<file path="src/rtl/ss_seq.sv">
// ---------------------------------------------------------------------------
// ss_seq -- save-state sequencer for the mapper register file.
//
// Save: walks the mapper through the index byte (IDX_ADDR) followed by
// registers 0..SS_LAST. Each byte read on ss_rdat is offered to the host on
// the tx channel.
// Load: takes the same byte stream from the host on the rx channel. The
// leading index byte must equal map_idx. Each following byte is written
// into registers 0..SS_LAST in order.
//
// Stream layout, both directions:
//   byte 0           = mapper index
//   bytes 1..LAST+1  = registers 0..SS_LAST
//
// Ports
//   clk, rst_n              clock, asynchronous active-low reset
//   start_save, start_load  one-cycle start pulses; honoured only in IDLE;
//                           save wins if both are high
//   abort                   return to IDLE and flag err (no effect in IDLE)
//   map_idx                 index value a load stream must start with
//   busy, done, err         status: busy outside IDLE, done pulse, sticky err
//   ss_act/ss_we/ss_addr/
//   ss_wdat/ss_rdat         mapper save-state port
//   tx_dat/tx_valid/tx_ready  byte stream to the host (valid/ready)
//   rx_dat/rx_valid/rx_ready  byte stream from the host (valid/ready)
// ---------------------------------------------------------------------------
module ss_seq #(
  parameter int SS_LAST  = 10,
  parameter int IDX_ADDR = 127
) (
  input  logic       clk,
  input  logic       rst_n,
  input  logic       start_save,
  input  logic       start_load,
  input  logic       abort,
  input  logic [7:0] map_idx,
  output logic       busy,
  output logic       done,
  output logic       err,
  output logic       ss_act,
  output logic       ss_we,
  output logic [7:0] ss_addr,
  output logic [7:0] ss_wdat,
  input  logic [7:0] ss_rdat,
  output logic [7:0] tx_dat,
  output logic       tx_valid,
  input  logic       tx_ready,
  input  logic [7:0] rx_dat,
  input  logic       rx_valid,
  output logic       rx_ready
);

  localparam logic [7:0] LAST_A = 8'(SS_LAST);
  localparam logic [7:0] IDX_A  = 8'(IDX_ADDR);

  typedef enum logic [2:0] {
    IDLE,
    SV_ADDR,
    SV_CAP,
    SV_PUSH,
    LD_WAIT,
    LD_WR,
    FIN
  } state_t;

  state_t     state_q, state_d;
  // addr_q is the save address and also the load pointer. During a load it
  // holds IDX_A only while the index byte is still expected.
  logic [7:0] addr_q, addr_d;
  logic [7:0] wdat_q, wdat_d;
  logic [7:0] tx_dat_q, tx_dat_d;
  logic       err_q, err_d;

  always_ff @(posedge clk or negedge rst_n) begin
    if (!rst_n) begin
      state_q  <= IDLE;
      addr_q   <= 8'd0;
      wdat_q   <= 8'd0;
      tx_dat_q <= 8'd0;
      err_q    <= 1'b0;
    end else begin
      state_q  <= state_d;
      addr_q   <= addr_d;
      wdat_q   <= wdat_d;
      tx_dat_q <= tx_dat_d;
      err_q    <= err_d;
    end
  end

  always_comb begin
    state_d  = state_q;
    addr_d   = addr_q;
    wdat_d   = wdat_q;
    tx_dat_d = tx_dat_q;
    err_d    = err_q;

    case (state_q)
      IDLE: begin
        if (start_save) begin
          state_d = SV_ADDR;
          addr_d  = IDX_A;
          err_d   = 1'b0;
        end else if (start_load) begin
          state_d = LD_WAIT;
          addr_d  = IDX_A;
          err_d   = 1'b0;
        end
      end

      // ss_rdat is combinational on ss_addr; give it one cycle to settle.
      SV_ADDR: state_d = SV_CAP;

      SV_CAP: begin
        tx_dat_d = ss_rdat;
        state_d  = SV_PUSH;
      end

      SV_PUSH: begin
        if (tx_ready) begin
          if (addr_q == LAST_A) begin
            state_d = FIN;
          end else begin
            // The index byte goes first, then the registers from 0 upward.
            addr_d  = (addr_q == IDX_A) ? 8'd0 : addr_q + 8'd1;
            state_d = SV_ADDR;
          end
        end
      end

      LD_WAIT: begin
        if (rx_valid) begin
          if (addr_q == IDX_A) begin
            if (rx_dat != map_idx) begin
              // Wrong mapper: abandon before touching any register.
              err_d   = 1'b1;
              state_d = IDLE;
            end else begin
              addr_d = 8'd0;
            end
          end else begin
            wdat_d  = rx_dat;
            state_d = LD_WR;
          end
        end
      end

      LD_WR: begin
        if (addr_q == LAST_A) begin
          state_d = FIN;
        end else begin
          addr_d  = addr_q + 8'd1;
          state_d = LD_WAIT;
        end
      end

      FIN: state_d = IDLE;

      default: state_d = IDLE;
    endcase

    if (abort && (state_q != IDLE)) begin
      state_d = IDLE;
      err_d   = 1'b1;
    end
  end

  assign busy     = (state_q != IDLE);
  assign done     = (state_q == FIN);
  assign err      = err_q;
  assign ss_act   = (state_q != IDLE) && (state_q != FIN);
  assign ss_we    = (state_q == LD_WR);
  assign ss_addr  = addr_q;
  assign ss_wdat  = wdat_q;
  assign tx_dat   = tx_dat_q;
  assign tx_valid = (state_q == SV_PUSH);
  assign rx_ready = (state_q == LD_WAIT);

endmodule

</file>
<file path="config.mk">
export PLATFORM = sky130hd
export DESIGN_NAME = ss_seq
export DESIGN_NICKNAME = d
export VERILOG_FILES = /design/src/rtl/ss_seq.sv
export SDC_FILE = /design/constraint.sdc
export NUM_CORES = 1
export LEC_CHECK = 0
export BUFFER_PORTS_ARGS = -buffer_cell sky130_fd_sc_hd__buf_2
export CORE_MARGIN = 5
export CORE_UTILIZATION = 50
export CTS_CLUSTER_SIZE = 16
export DETAILED_ROUTE_END_ITERATION = 8
export PLACE_DENSITY = 0.8
export SYNTH_ARGS = -nofsm -noshare
export SYNTH_HDL_FRONTEND = slang
export SYNTH_SLANG_ARGS = --single-unit
export TNS_END_PERCENT = 10
</file>
<file path="constraint.sdc">
create_clock -name clk -period 5.62 [get_ports clk]
set_clock_uncertainty 0.1 [all_clocks]
set_input_delay 0.281 -clock clk [delete_from_list [all_inputs] [get_ports clk]]
set_output_delay 0.281 -clock clk [all_outputs]
set_load 0.02 [all_outputs]
</file>
* After elaboration in Yosys (flattened, before gate mapping) *
Cells that the tools add are included.

storage, ports and cells
  word-level logic and storage cells = 67
  register bits = 28
  output and inout bits = 31

operators by class
  bitwise gates (word level) = 1
  reduce and logical (&&, ||, !) cells = 10
  add/sub/neg operators = 1
  equal/unequal tests = 23
  multiplexer cells = 27

operator list
  kind                   number
  $mux W8                9
  $pmux W8 S4            1
  $mux W3                8
  $pmux W3 S6            1
  $eq A3 B3 Y1 const B   3
  $ne A3 B1 Y1 const B   3
  $add A8 B1 Y8 const B  1
  $eq A8 B4 Y1 const B   1
  $eq A8 B7 Y1 const B   1
  $ne A2 B2 Y1 const B   4
  $ne A8 B8 Y1           1
  $reduce_and A8 Y1      1
  $eq A3 B2 Y1 const B   2
  $mux W1                6
  $ne A3 B3 Y1 const B   2
  $reduce_bool A3 Y1     2
  $reduce_and A5 Y1      1
  $ne A2 B1 Y1 const B   2
  $ne A4 B2 Y1 const B   1
  $ne A4 B4 Y1 const B   1
  $reduce_and A4 Y1      1
  $reduce_bool A4 Y1     1
  $eq A3 B1 Y1 const B   1
  $logic_not A3 Y1       1
  6 further kinds        7

* Depth between registers and ports, before layout *
  depth after elaboration = 6
  mapped depth = 9
  mapped depth without buffers = 7

* Worst setup path after synthesis *
No wires, ideal clock.

  kind = reg-to-reg
  start = reg addr_q[0], in the netlist ss_addr[0]
  end = reg addr_q[5], in the netlist ss_addr[5]
  path buffers = 0
  period minus slack after synthesis = 2.208 ns
  data arrival time = 1.982 ns
  data required time = 5.394 ns
  setup time = 0.126 ns
  cell stages (with the launch flop) = 8
  setup slack = 3.412 ns
  cell sequence = dfrtp_1 inv_1 ha_1 nor4b_2 a21oi_1 a311oi_4 or2_1 a221o_1

on the way
  cells in the longest elaborated chain, start to end = 5
  elaborated cells on any way between the ends = 12

RTL lines
  element                                        line           RTL
  from (decl)                                    69             logic [7:0] addr_q, addr_d;
  from (signal assigned)                         83             addr_q <= addr_d;
  $add A8 B1 Y8 or $eq A8 B7 Y1 (tied branches)  124, 151, 132
  $mux W8                                        124            addr_d = (addr_q == IDX_A) ? 8'd0 : addr_q + 8'd1;
  $mux W8                                        120            if (addr_q == LAST_A) begin
  $mux W8                                        119            if (tx_ready) begin
  $pmux W8 S4                                    97             case (state_q)

Parallel ways exist; a longest one is shown, timed or not. The select of a mux whose other input is x is not followed.
A chain may end at the register's enable or synchronous reset.

* Final worst setup path *
  start = reg state_q[0]
  end = reg addr_q[5], in the netlist ss_addr[5]

on the way
  cells in the longest elaborated chain, start to end = 3
  elaborated cells on any way between the ends = 14

RTL lines
  element                                                line  RTL
  from (decl)                                            66    state_t state_q, state_d;
  from (signal assigned)                                 82    state_q <= state_d;
  $eq A3 B3 Y1 (tied with other cells)                   97
  $ne A2 B2 Y1 (no source line) (tied with other cells)  -
  $reduce_and A8 Y1 (no source line)                     -

Parallel ways exist; a longest one is shown, timed or not.

==> run metrics <==
status=completed; delay of the slowest cell on the worst path=0.74 ns; initial standard-cell utilization of the core=a little over half; number of buffers added by the clock tree synthesis step=3; source-to-sink clock delay at the later pin of the worst-skew pair=0.33 ns; overall die width=69.17 um; sequential cell area fraction in the yosys report=40.03%; number of gates resized after CTS=0; cell at the root of the clock tree=clkbuf_4; core region area=between 3000 and 4000 sq um; leftover overflow at the end of global routing=0; count of cell types in the netlist=50; ports placed on the boundary=between 60 and 70; vertical extent of the die=just under 70 um; net total in the final layout=266; Post-synth top flop=dfrtp_1; power per unit of standard cell area=roughly 580 nW/um^2; maximum number of buffers from clock root to sink=2; global-route wire length before repair=approximately 7500 um; Finished Cell Area=about 2100 sq um; HPWL after DPL=around 3300 um; Crit-path slowest cell=dfrtp_1; ratio of cells with drive above 1 in the final layout=~40%; synthesized cell area=1750 sq um; Arr. time, crit path=2.70 ns; area fraction of the dominant cell type after synthesis=40.03%; top fanout value on the critical path=17; number of register bits inferred by synthesis=28; total detailed-routing wirelength=around 4300 um; Worst EP required=between 5 and 6 ns; category of the most critical setup path=flop to flop; static leakage power=0.9638 nW; post-synth top area cell=dfrtp_1; I/O Buffers=61; commonest cells after routing, fill and taps aside=buf_2, dfrtp_1, mux2_2, nand3_1, a21oi_1; routed via count divided by cell count=roughly 5.6; final count of negative-setup-slack endpoints=0; synthesized netlist cell count=172; Final Hold Fails=0; EDFF count, synth=0; number of nets produced by synthesis=between 200 and 250; max capacitance violation total=0; vias in the first global route=around 1600; Warnings, synthesis=0; maximum resistive drop on vdd=between 0.2 and 0.3 mV; average routed wire per standard cell=between 15 and 20 um; family with the most delay on the worst path=compound AO/OA/AOI/OAI gates; number of antenna violations at the first check in global routing=0; synth top area cells=dfrtp_1, mux2_2, xor2_1, nand3_1, a21oi_1; clock-pin slew of the registers on the worst-case setup and hold paths=0.15 ns; final total negative setup slack=0 ns; Layout Area Growth over Synthesis=21.94%; ANT cells=0; most common library cell in the layout ignoring fill and taps=buf_2; final critical delay including setup and external delays=2.577 ns; TritonCTS clock tree=done; number of max-slew violations in the final report=0; class of the tightest hold or removal check=input port to flop; async set or reset register ratio after synthesis=100.0%; largest net degree at the start of global routing=29; slew margin rel.=57.79%; Placement Rows=21; iteration count of the initial detailed-routing pass=4; maximum clock frequency=just under 400 MHz; Worst Tran Pin Value=0.6332 ns; Die Footprint=4784 sq um; total via count in the routed design=1554; startpoint class of the critical path=flop; Clock H-tree levels=1; count of unresolved DRC violations after routing=0; violation count after the first detailed-route iteration=183; routability-driven placement congestion ratio=0.8290; element type at the critical path end=flop; mean instance size in the synthesized netlist=10.18 sq um; gr usage total=18.58%; fraction of the cycle the final worst path needs=45.86%; number of buffers and inverters on the critical path=1; R2R Setup Slk=3.04 ns; setup repair after global routing missed its margin=false; CTS sink cnt=28; crit path cell chain=inv_1 > a21oi_1 > a311oi_4 > or2_1 > a221o_1; final antenna-violating net count=0; instance area after placement=2072 sq um
power by group:
part / total (mW) / switching, mW / internal [mW]
combinational: 0.694 / 0.417 / 0.277
sequential: 0.403 / 0.105 / 0.298
clock: 0.132 / 0.0599 / 0.0721
total: 1.23 / 0.582 / 0.647
sequential cells by signal (all words and copies together) (netlist names):
register	flops
ss_addr	8
err	1
state_q	3
ss_wdat	8
tx_dat	8
cell type report:
class / count / area (sq um)
Multi-Input combinational cell: 128 / 970.9
Clock buffer: 3 / 22.52
Timing Repair Buffer: 62 / 315.3
Tap cell: 46 / 57.56
Fill cell: 308 / 1229
Inverter: 10 / 37.54
Clock inverter: 1 / 30.03
Sequential cell: 28 / 700.7
cell usage after synthesis (all sizes together), types with 2 or more instances:
master  number
ha           2
buf          3
or3          5
nand3       11
mux2        16
nand4b       2
a211oi       3
dfrtp       28
o21ai       12
nor2b        2
xor2         8
inv         10
nand2        8
a21oi        9
nor3b        2
nor3         3
and3         2
nor4         2
o31ai        3
o32ai        2
clkbuf       3
nor2         8
or2          5
a31oi        4
o211ai       3
o21a         2
through the flow:
step	utilization [%]	worst slack, ns	hold slack, ns	cells	power, mW
after floorplan	-	3.412	-0.1146	172	0.9078
after global placement	61.61	3.270	0.2387	273	1.082
after detailed placement	61.61	3.165	0.2334	273	1.097
after CTS	63.47	3.093	0.06600	278	1.234
after global routing	63.47	2.898	0.04768	278	1.323
final	63.47	3.043	0.07038	278	1.229
metal layers:
metal | vias up | global-route usage (%) | wire length [um]
li1 | 755 | - | -
met1 | 726 | 25.18 | 1880
met2 | 69 | 28.81 | 2005
met3 | 4 | 5.072 | 353
met4 | 0 | 5.857 | 29
met5 | - | 0 | 0
worst register-to-register path: stages, from the launching register on:
cell      delay [ns]
dfrtp_1         0.74
inv_1           0.34
a21oi_1         0.49
a311oi_4        0.12
or2_1           0.32
a221o_1         0.36
logic make-up (layout without fill, tap and decap cells):
family,Yosys count,after routing,share of synthesized area (%)
buffers and inverters,16,76,4.503
AOI/OAI and AO/OA,46,46,18.30
adders and majority gates,2,2,1.429
and+or+nand+nor,56,56,21.44
xor gates and xnor gates,8,8,4.003
muxes,16,16,10.29
DFF,28,28,40.03
worst paths after layout:
check,start,endpoint,cells after the start
worst max-delay path,state_q[0]$_DFFE_PN0P_,ss_addr[5]$_DFFE_PN0P_,5
worst min-delay path,ss_rdat[7],tx_dat[7]$_DFFE_PN0P_,2
worst max register to register,state_q[0]$_DFFE_PN0P_,ss_addr[5]$_DFFE_PN0P_,5
worst min register to register,ss_wdat[5]$_DFFE_PN0P_,ss_wdat[5]$_DFFE_PN0P_,1
max in group asynchronous,rst_n,ss_addr[0]$_DFFE_PN0P_,2
min in group asynchronous,rst_n,ss_wdat[0]$_DFFE_PN0P_,2
timing repair:
action	CTS	global route
hold endpoints to repair	28	0
setup buffers	0	0
hold buffers	1	0
(Power assumes the default switching activity.)
